==> config.mk <==
export PLATFORM = sky130hd
export DESIGN_NAME = machine_timer_unit
export DESIGN_NICKNAME = d
export VERILOG_FILES = /design/src/rtl/machine_timer_unit.sv
export SDC_FILE = /design/constraint.sdc
export NUM_CORES = 1
export LEC_CHECK = 0
export BUFFER_PORTS_ARGS = -buffer_cell sky130_fd_sc_hd__buf_2
export CELL_PAD_IN_SITES_DETAIL_PLACEMENT = 0
export CELL_PAD_IN_SITES_GLOBAL_PLACEMENT = 2
export CORE_MARGIN = 2
export CORE_UTILIZATION = 39
export CTS_CLUSTER_DIAMETER = 40
export DETAILED_ROUTE_END_ITERATION = 8
export PLACE_DENSITY_LB_ADDON = 0.25
export SLEW_MARGIN = 10
export SYNTH_ARGS = -nofsm -noshare
export SYNTH_HDL_FRONTEND = slang
export SYNTH_SLANG_ARGS = --single-unit
==> constraint.sdc <==
create_clock -name clk -period 8 [get_ports clk]
set_clock_uncertainty 0.05 [all_clocks]
set_input_delay 1.6 -clock clk [delete_from_list [all_inputs] [get_ports clk]]
set_output_delay 1.6 -clock clk [all_outputs]
set_load 0.01 [all_outputs]
==> src/rtl/machine_timer_unit.sv <==
// Purpose : memory-mapped machine timer (64-bit mtime/mtimecmp) and msip bit feeding the CSR file.
// Latency : one request accepted in IDLE; its response is valid on the following cycle.
// Backpr. : single outstanding; o_req_ready stays low while a response waits for i_rsp_ready.
//
// Ports:
//   clk, arst               clock; asynchronous active-high reset
//   i_req_valid/o_req_ready request handshake (accepted when both high)
//   i_req_write/addr/wdata  request payload (word address into the register window)
//   o_rsp_valid/i_rsp_ready response handshake
//   o_rsp_rdata/o_rsp_err   read data (0 for writes) and unmapped-address flag
//   o_timer_int_call        registered (mtime >= mtimecmp)
//   o_software_int_call     msip bit
//
// Register window (word address):
//   0 MSIP (bit0 only), 1 MTIMECMP_LO, 2 MTIMECMP_HI, 3 MTIME_LO, 4 MTIME_HI, 5..7 unmapped.

module machine_timer_unit #(
  parameter int DATA_WIDTH = 32,
  parameter int ADDR_WIDTH = 3,
  parameter int PRESCALE   = 1
) (
  input  logic                  clk,
  input  logic                  arst,
  input  logic                  i_req_valid,
  output logic                  o_req_ready,
  input  logic                  i_req_write,
  input  logic [ADDR_WIDTH-1:0] i_req_addr,
  input  logic [DATA_WIDTH-1:0] i_req_wdata,
  output logic                  o_rsp_valid,
  input  logic                  i_rsp_ready,
  output logic [DATA_WIDTH-1:0] o_rsp_rdata,
  output logic                  o_rsp_err,
  output logic                  o_timer_int_call,
  output logic                  o_software_int_call
);

  // Register window decode
  localparam logic [ADDR_WIDTH-1:0] ADDR_MSIP        = ADDR_WIDTH'(0);
  localparam logic [ADDR_WIDTH-1:0] ADDR_MTIMECMP_LO = ADDR_WIDTH'(1);
  localparam logic [ADDR_WIDTH-1:0] ADDR_MTIMECMP_HI = ADDR_WIDTH'(2);
  localparam logic [ADDR_WIDTH-1:0] ADDR_MTIME_LO    = ADDR_WIDTH'(3);
  localparam logic [ADDR_WIDTH-1:0] ADDR_MTIME_HI    = ADDR_WIDTH'(4);

  // Prescale counter is 16 bits wide, enough for PRESCALE up to 65535.
  localparam logic [15:0] PRESC_LAST = 16'(PRESCALE - 1);

  typedef enum logic {
    ST_IDLE = 1'b0,
    ST_RESP = 1'b1
  } state_t;

  // ---------------------------------------------------------------------------
  // State
  // ---------------------------------------------------------------------------
  state_t                state_q, state_d;
  logic [63:0]           mtime_q, mtime_d;
  logic [63:0]           mtimecmp_q, mtimecmp_d;
  logic                  msip_q, msip_d;
  logic [15:0]           presc_q, presc_d;
  logic [31:0]           hi_shadow_q, hi_shadow_d;
  logic [DATA_WIDTH-1:0] rsp_rdata_q, rsp_rdata_d;
  logic                  rsp_err_q, rsp_err_d;
  logic                  timer_int_q, timer_int_d;

  // ---------------------------------------------------------------------------
  // Request decode
  // ---------------------------------------------------------------------------
  logic                  req_acc;
  logic                  wr_acc;
  logic                  rd_acc;
  logic                  sel_msip;
  logic                  sel_cmp_lo;
  logic                  sel_cmp_hi;
  logic                  sel_mtime_lo;
  logic                  sel_mtime_hi;
  logic                  addr_mapped;
  logic [DATA_WIDTH-1:0] rd_data;
  logic                  presc_tick;

  assign req_acc = i_req_valid & o_req_ready;
  assign wr_acc  = req_acc & i_req_write;
  assign rd_acc  = req_acc & ~i_req_write;

  always_comb begin
    sel_msip     = 1'b0;
    sel_cmp_lo   = 1'b0;
    sel_cmp_hi   = 1'b0;
    sel_mtime_lo = 1'b0;
    sel_mtime_hi = 1'b0;
    case (i_req_addr)
      ADDR_MSIP:        sel_msip     = 1'b1;
      ADDR_MTIMECMP_LO: sel_cmp_lo   = 1'b1;
      ADDR_MTIMECMP_HI: sel_cmp_hi   = 1'b1;
      ADDR_MTIME_LO:    sel_mtime_lo = 1'b1;
      ADDR_MTIME_HI:    sel_mtime_hi = 1'b1;
      default:          ;
    endcase
    addr_mapped = sel_msip | sel_cmp_lo | sel_cmp_hi | sel_mtime_lo | sel_mtime_hi;
  end

  // Read mux works on pre-edge register values, so a read never observes the
  // update (increment or write) happening at its own accept edge.
  // MTIME_HI returns the shadow captured by the last MTIME_LO read (or MTIME_HI
  // write), giving software a coherent 64-bit snapshot across a carry.
  always_comb begin
    rd_data = '0;
    if (sel_msip)     rd_data = {{(DATA_WIDTH-1){1'b0}}, msip_q};
    if (sel_cmp_lo)   rd_data = mtimecmp_q[31:0];
    if (sel_cmp_hi)   rd_data = mtimecmp_q[63:32];
    if (sel_mtime_lo) rd_data = mtime_q[31:0];
    if (sel_mtime_hi) rd_data = hi_shadow_q;
  end

  // ---------------------------------------------------------------------------
  // Datapath next-state
  // ---------------------------------------------------------------------------
  always_comb begin
    presc_tick = (presc_q == PRESC_LAST);
    presc_d    = presc_tick ? 16'd0 : presc_q + 16'd1;

    // Free-running count; wraps silently at 2^64.
    mtime_d = mtime_q + 64'(presc_tick);
    // A software write wins over a coincident tick: the tick is dropped and
    // the untouched half keeps its pre-edge value (no carry from the tick).
    // The prescaler keeps running regardless of mtime writes.
    if (wr_acc && sel_mtime_lo) mtime_d = {mtime_q[63:32], i_req_wdata};
    if (wr_acc && sel_mtime_hi) mtime_d = {i_req_wdata, mtime_q[31:0]};

    mtimecmp_d = mtimecmp_q;
    if (wr_acc && sel_cmp_lo) mtimecmp_d[31:0]  = i_req_wdata;
    if (wr_acc && sel_cmp_hi) mtimecmp_d[63:32] = i_req_wdata;

    msip_d = msip_q;
    if (wr_acc && sel_msip) msip_d = i_req_wdata[0];

    hi_shadow_d = hi_shadow_q;
    if (rd_acc && sel_mtime_lo) hi_shadow_d = mtime_q[63:32];
    if (wr_acc && sel_mtime_hi) hi_shadow_d = i_req_wdata;

    // Response payload is captured only at accept and then held for the whole
    // RESP phase, which keeps it stable under backpressure.
    rsp_rdata_d = rsp_rdata_q;
    rsp_err_d   = rsp_err_q;
    if (req_acc) begin
      rsp_rdata_d = i_req_write ? '0 : rd_data;
      rsp_err_d   = ~addr_mapped;
    end

    // Compare on current register values; the output lags the condition by
    // one cycle, which keeps the 64-bit compare off the CSR input path.
    timer_int_d = (mtime_q >= mtimecmp_q);
  end

  // ---------------------------------------------------------------------------
  // Bus FSM: state register / next state / outputs
  // ---------------------------------------------------------------------------
  always_ff @(posedge clk or posedge arst) begin
    if (arst) begin
      state_q <= ST_IDLE;
    end else begin
      state_q <= state_d;
    end
  end

  always_comb begin
    state_d = state_q;
    case (state_q)
      ST_IDLE: if (i_req_valid) state_d = ST_RESP;
      ST_RESP: if (i_rsp_ready) state_d = ST_IDLE;
      default: state_d = ST_IDLE;
    endcase
  end

  // No accept while a response is outstanding, even in the cycle it drains.
  always_comb begin
    o_req_ready = 1'b0;
    o_rsp_valid = 1'b0;
    case (state_q)
      ST_IDLE: o_req_ready = 1'b1;
      ST_RESP: o_rsp_valid = 1'b1;
      default: ;
    endcase
  end

  // ---------------------------------------------------------------------------
  // Datapath registers
  // ---------------------------------------------------------------------------
  always_ff @(posedge clk or posedge arst) begin
    if (arst) begin
      mtime_q     <= 64'd0;
      mtimecmp_q  <= 64'hFFFF_FFFF_FFFF_FFFF;
      msip_q      <= 1'b0;
      presc_q     <= 16'd0;
      hi_shadow_q <= 32'd0;
      rsp_rdata_q <= '0;
      rsp_err_q   <= 1'b0;
      timer_int_q <= 1'b0;
    end else begin
      mtime_q     <= mtime_d;
      mtimecmp_q  <= mtimecmp_d;
      msip_q      <= msip_d;
      presc_q     <= presc_d;
      hi_shadow_q <= hi_shadow_d;
      rsp_rdata_q <= rsp_rdata_d;
      rsp_err_q   <= rsp_err_d;
      timer_int_q <= timer_int_d;
    end
  end

  assign o_rsp_rdata         = rsp_rdata_q;
  assign o_rsp_err           = rsp_err_q;
  assign o_timer_int_call    = timer_int_q;
  assign o_software_int_call = msip_q;

endmodule

; ---- Yosys cells after proc, flatten, opt, wreduce, memory -nomap -nowiden
; Index checks and enable logic that the tools add are counted.
[classes]
n_mux = 21
n_bitwise = 10
n_lt_le_gt_ge = 1
eq_ne = 5
n_reduce_logical = 9
add_sub_neg = 2
[ops]
columns = cell, n
row1 = $mux 32, 7
row2 = $mux 64, 2
row3 = $add 64x1->64, 1
row4 = $ge 64x64->1, 1
row5 = $add 16x1->16 const B, 1
row6 = $logic_not 16->1, 1
row7 = $mux 16, 1
row8 = $mux 1, 10
row9 = $eq 3x2->1 const B, 2
row10 = $logic_and 1x1->1, 6
row11 = $or 1x1->1, 4
row12 = $and 1x1->1, 3
row13 = $eq 3x1->1 const B, 1
row14 = $eq 3x3->1 const B, 1
row15 = $logic_not 3->1, 1
row16 = $not 1->1, 3
row17 = $ne 2x1->1 const B, 1
row18 = $pmux 1 s2, 1
row19 = $reduce_bool 2->1, 1
[word_totals]
ff_bits = 212
output_inout_bits = 37
in_bits = 40
word_cells = 59

; ---- Longest topological paths before layout
[logic_depth]
word_depth = 8
ltp_mapped = 13

; ---- Worst setup path before layout
; No wires, ideal clock.
[synth_path]
path_type = input port to flip-flop
from = input port i_req_addr[1]
to = register mtime_q[49]
required_ps = 7824
setup_ps = 126
stages = 7
path_slack_ps = 4812
arrival_time_ps = 3012
path_cell_list = buf_2 > nor3b_2 > nand4_2 > nand2_1 > buf_2 > nor2_1 > a221o_1
[synth_via]
elab_chain_len = 4
[synth_rtl]
columns = item, line_no
row1 = "start, declared", 27  ; input logic [ADDR_WIDTH-1:0] i_req_addr,
row2 = $eq 3x2->1 / $eq 3x3->1 (equally long branches), 90  ; case (i_req_addr)
row3 = $mux 1, 90
row4 = $logic_and 1x1->1 (on tied branches), "126, 127"
row5 = $ne 2x1->1 (no line) / $mux 64 (equally long branches), n/a
row6 = "end signal, assigned", 199  ; mtime_q <= mtime_d;
row7 = "end, declared", 56  ; logic [63:0] mtime_q, mtime_d;
; Parallel ways exist; a longest one is shown, timed or not.
; A chain may end at the register's enable or synchronous reset.

; ---- Worst setup path after layout
[layout_path]
from = input port i_req_addr[1]
to = register mtime_q[63]
; The elaborated chain is that of the path after synthesis.

==> impl_metrics.json <==
{
  "antenna_found_initial": 0,
  "pwr_density_cell_nw_per_um2": 315.7,
  "start_kind": "primary input",
  "tns_ns": 0,
  "fin_crit_sh_pct": 53.58,
  "first_pass_iters": 5,
  "ys_seq_area_share_pct": 43.30,
  "cts-root-buf": "clkbuf_16",
  "die_area_um2": 33330,
  "netlist_instances": 1332,
  "ir_drop_uv": 174.9,
  "cts_tree": "built",
  "p_clk_share_pct": 41.2,
  "maxCapViolCount": 0,
  "crit_path_max_fanout": 61,
  "io-pin-count": 77,
  "endpoint_kind": "register",
  "hold_buffers": 0,
  "grt_pass1_wl_um": 61890,
  "dp_hpwl_um": 25780,
  "die_w_um": 182.6,
  "p_int_w": 0.003164,
  "ant_nets": 0,
  "synth.distinct_cells": 71,
  "hp-class": "register to register",
  "cts_num_sinks": 212,
  "clk_pin_slew_worst_paths_ns": 0.05,
  "p_leak_nw": 6.469,
  "post-cts-setup-buffer-count": 0,
  "grt_usage_pct": 23.77,
  "synth_flop_cell": "dfrtp_1",
  "power_frac_comb_pct": 22.3,
  "synth-async-reset-ratio_pct": 100.0,
  "totalWireLength_um": 38600,
  "yosysWarnings": 0,
  "drive_gt1_share_pct": 22.92,
  "switching_share_pct": 32.02,
  "portBuffers": 76,
  "critical_path_arrival_ns": 4.72,
  "drc": 0,
  "start_util_pct": 39.51,
  "overflow": 0,
  "status": "finished clean",
  "ys_seq_elements": 212,
  "synth_area_per_cell_um2": 9.336,
  "finalPower_w": 0.004655,
  "grt_pass1_vias": 10450,
  "vias_per_cell": 5.679,
  "htreeDepth": 2,
  "fp.dieH_um": 182.6,
  "layout-area-overhead-vs-synth_pct": 18.56,
  "insertion_delay_ns": 0.55,
  "core_um2": 31470,
  "clk_path_buf_depth": 3,
  "seq_power_share_pct": 36.5,
  "num_rows": 65,
  "cp.required_ns": 8.43,
  "period_needed_ns": 4.286,
  "diodes": 0,
  "worstSetupPathType": "primary input to register",
  "relSlewSlack_pct": 23.26,
  "post_cts_resized": 0,
  "drtIter0Drc": 731,
  "grt_start_max_net_pins": 96,
  "drv_slew": 0,
  "hold_viol_final": 0,
  "max_slew.worst_pin.slew_ns": 1.148,
  "final_nets": 1503,
  "setup_viol": 0,
  "syn_nets": 1440,
  "place_congestion": 0.8155,
  "cts_buffers": 45,
  "dr_total_vias": 10410,
  "rsz0062_at_grt": "false",
  "power.switching_w": 0.001490,
  "synth_edf_count": 0,
  "fmax_mhz": 233.3,
  "syn-cell-area_um2": 12440,
  "wl_per_cell_um": 21.06
}
critical path, cell delays in order:
cell	delay (ns)
buf_2	0.74
nor3b_4	0.11
nand4_4	0.13
buf_4	0.57
nand2_1	0.75
or4_1	0.70
nand3_1	0.09
per-stage QoR:
stage               area [um^2]  utilization, %  hold slack, ns  cells  worst slack [ns]
global route              14740           46.85          0.4466   1833             3.583
global placement          13170           41.84          0.4005   1750             3.209
floorplan                 12440               -          0.3886   1332            0.6617
detailed placement        13170           41.84          0.4114   1750             3.167
CTS                       14740           46.85          0.4224   1833             3.743
finish                    14740           46.85          0.4188   1833             3.714
worst paths after layout:
kind                                              from                          end  slack, ns  depth (start not counted)
setup / recovery                         i_req_addr[1]      mtime_q[63]$_DFFE_PP0P_       3.71                          7
hold / removal             hi_shadow_q[15]$_DFFE_PP0P_  hi_shadow_q[15]$_DFFE_PP0P_       0.42                          2
setup reg to reg                  presc_q[0]$_DFF_PP0_      mtime_q[38]$_DFFE_PP0P_       3.94                         12
hold reg to reg            hi_shadow_q[15]$_DFFE_PP0P_  hi_shadow_q[15]$_DFFE_PP0P_       0.42                          2
max in group asynchronous                         arst            state_q$_DFF_PP0_       5.40                          3
min in group asynchronous                         arst  o_rsp_rdata[15]$_DFFE_PP0P_       1.14                          2
power by group through the flow:
stage               registers, W  logic, W  clock network [W]
floorplan                0.00161  0.000774                  0
detailed placement       0.00171   0.00104                  0
CTS                      0.00170   0.00105            0.00195
global placement         0.00171   0.00102                  0
global route             0.00175   0.00120            0.00201
finish                   0.00170   0.00104            0.00192
final cells by class:
class	instances	area, um^2
Timing Repair Buffer	90	485.5
Sequential cell	212	5385
Multi-Input combinational cell	972	6510
Tap cell	402	503.0
Fill cell	3023	16730
Clock buffer	70	1351
Clock inverter	13	224.0
Inverter	74	285.3
flip-flops by register name, indices dropped and copies added (netlist names):
| signal | flops |
|---|---|
| state_q | 1 |
| o_rsp_rdata | 32 |
| o_rsp_err | 1 |
| o_software_int_call | 1 |
| mtimecmp_q | 64 |
| presc_q | 16 |
| o_timer_int_call | 1 |
| hi_shadow_q | 32 |
| mtime_q | 64 |
cell families after synthesis:
group / Yosys count / synth area share, %
fa+ha+maj: 68 / 6.842
flops: 212 / 43.30
mux: 67 / 6.147
buf+inv: 148 / 4.729
xor+xnor: 14 / 0.9860
compound gates: 379 / 19.80
simple gates: 444 / 18.19
cell usage in the layout, fill, tap and decap left out, drive strengths merged, types with 5 or more instances in the layout:
| cell | Yosys | final |
|---|---|---|
| o22a | 10 | 10 |
| inv | 74 | 75 |
| a31oi | 19 | 19 |
| ha | 68 | 68 |
| o311ai | 12 | 12 |
| o22ai | 12 | 12 |
| a21oi | 71 | 71 |
| a211oi | 7 | 7 |
| a221o | 15 | 15 |
| and3 | 22 | 22 |
| o21ai | 119 | 119 |
| bufinv | 0 | 5 |
| nand4 | 19 | 19 |
| dfrtp | 148 | 148 |
| buf | 28 | 90 |
| a22o | 33 | 33 |
| mux2 | 65 | 65 |
| nand3 | 58 | 58 |
| xnor2 | 13 | 13 |
| nor3 | 16 | 16 |
| and4 | 15 | 15 |
| dfstp | 64 | 64 |
| and2 | 16 | 16 |
| clkbuf | 46 | 70 |
| nand2 | 205 | 205 |
| a22oi | 52 | 52 |
| nor2 | 62 | 62 |
| nor4 | 12 | 12 |
per-layer routing:
layer	wire length (um)	vias up	track usage (%)
li1	-	5028	-
met3	1684	52	3.612
met2	17550	241	37.35
met1	18670	5089	34.33
met5	0	-	0
met4	694	0	5.968
cells in the mapped netlist (3+ instances only):
cell type	n	area share [%]
nand2_1	205	6.2
dfrtp_1	148	30
o21ai_0	115	4.6
inv_1	73	2.2
a21oi_1	71	2.9
ha_1	68	6.8
mux2_2	65	5.9
dfstp_2	64	14
nor2_1	59	1.8
nand3_1	54	2.2
a22oi_1	52	3.1
clkbuf_1	46	1.4
a22o_1	33	2.3
and3_1	21	1.1
a31oi_1	19	0.96
buf_2	17	0.68
a221o_1	15	1.2
and2_1	14	0.70
nand4_1	14	0.70
xnor2_1	13	0.92
nor3_1	12	0.48
o22ai_1	12	0.60
and4_1	11	0.77
o311ai_0	11	0.77
o22a_1	10	0.70
buf_1	8	0.24
nor4_1	8	0.40
a211oi_1	7	0.42
a21o_1	4	0.24
and4_4	4	0.36
nor2b_1	4	0.20
o211ai_1	4	0.24
o21a_1	4	0.24
o21ai_1	4	0.16
a311oi_1	3	0.21
buf_4	3	0.18
nand3b_1	3	0.18
nand4_4	3	0.51
nor2_2	3	0.15
nor4_2	3	0.30
Power figures use the tool's default switching activity.
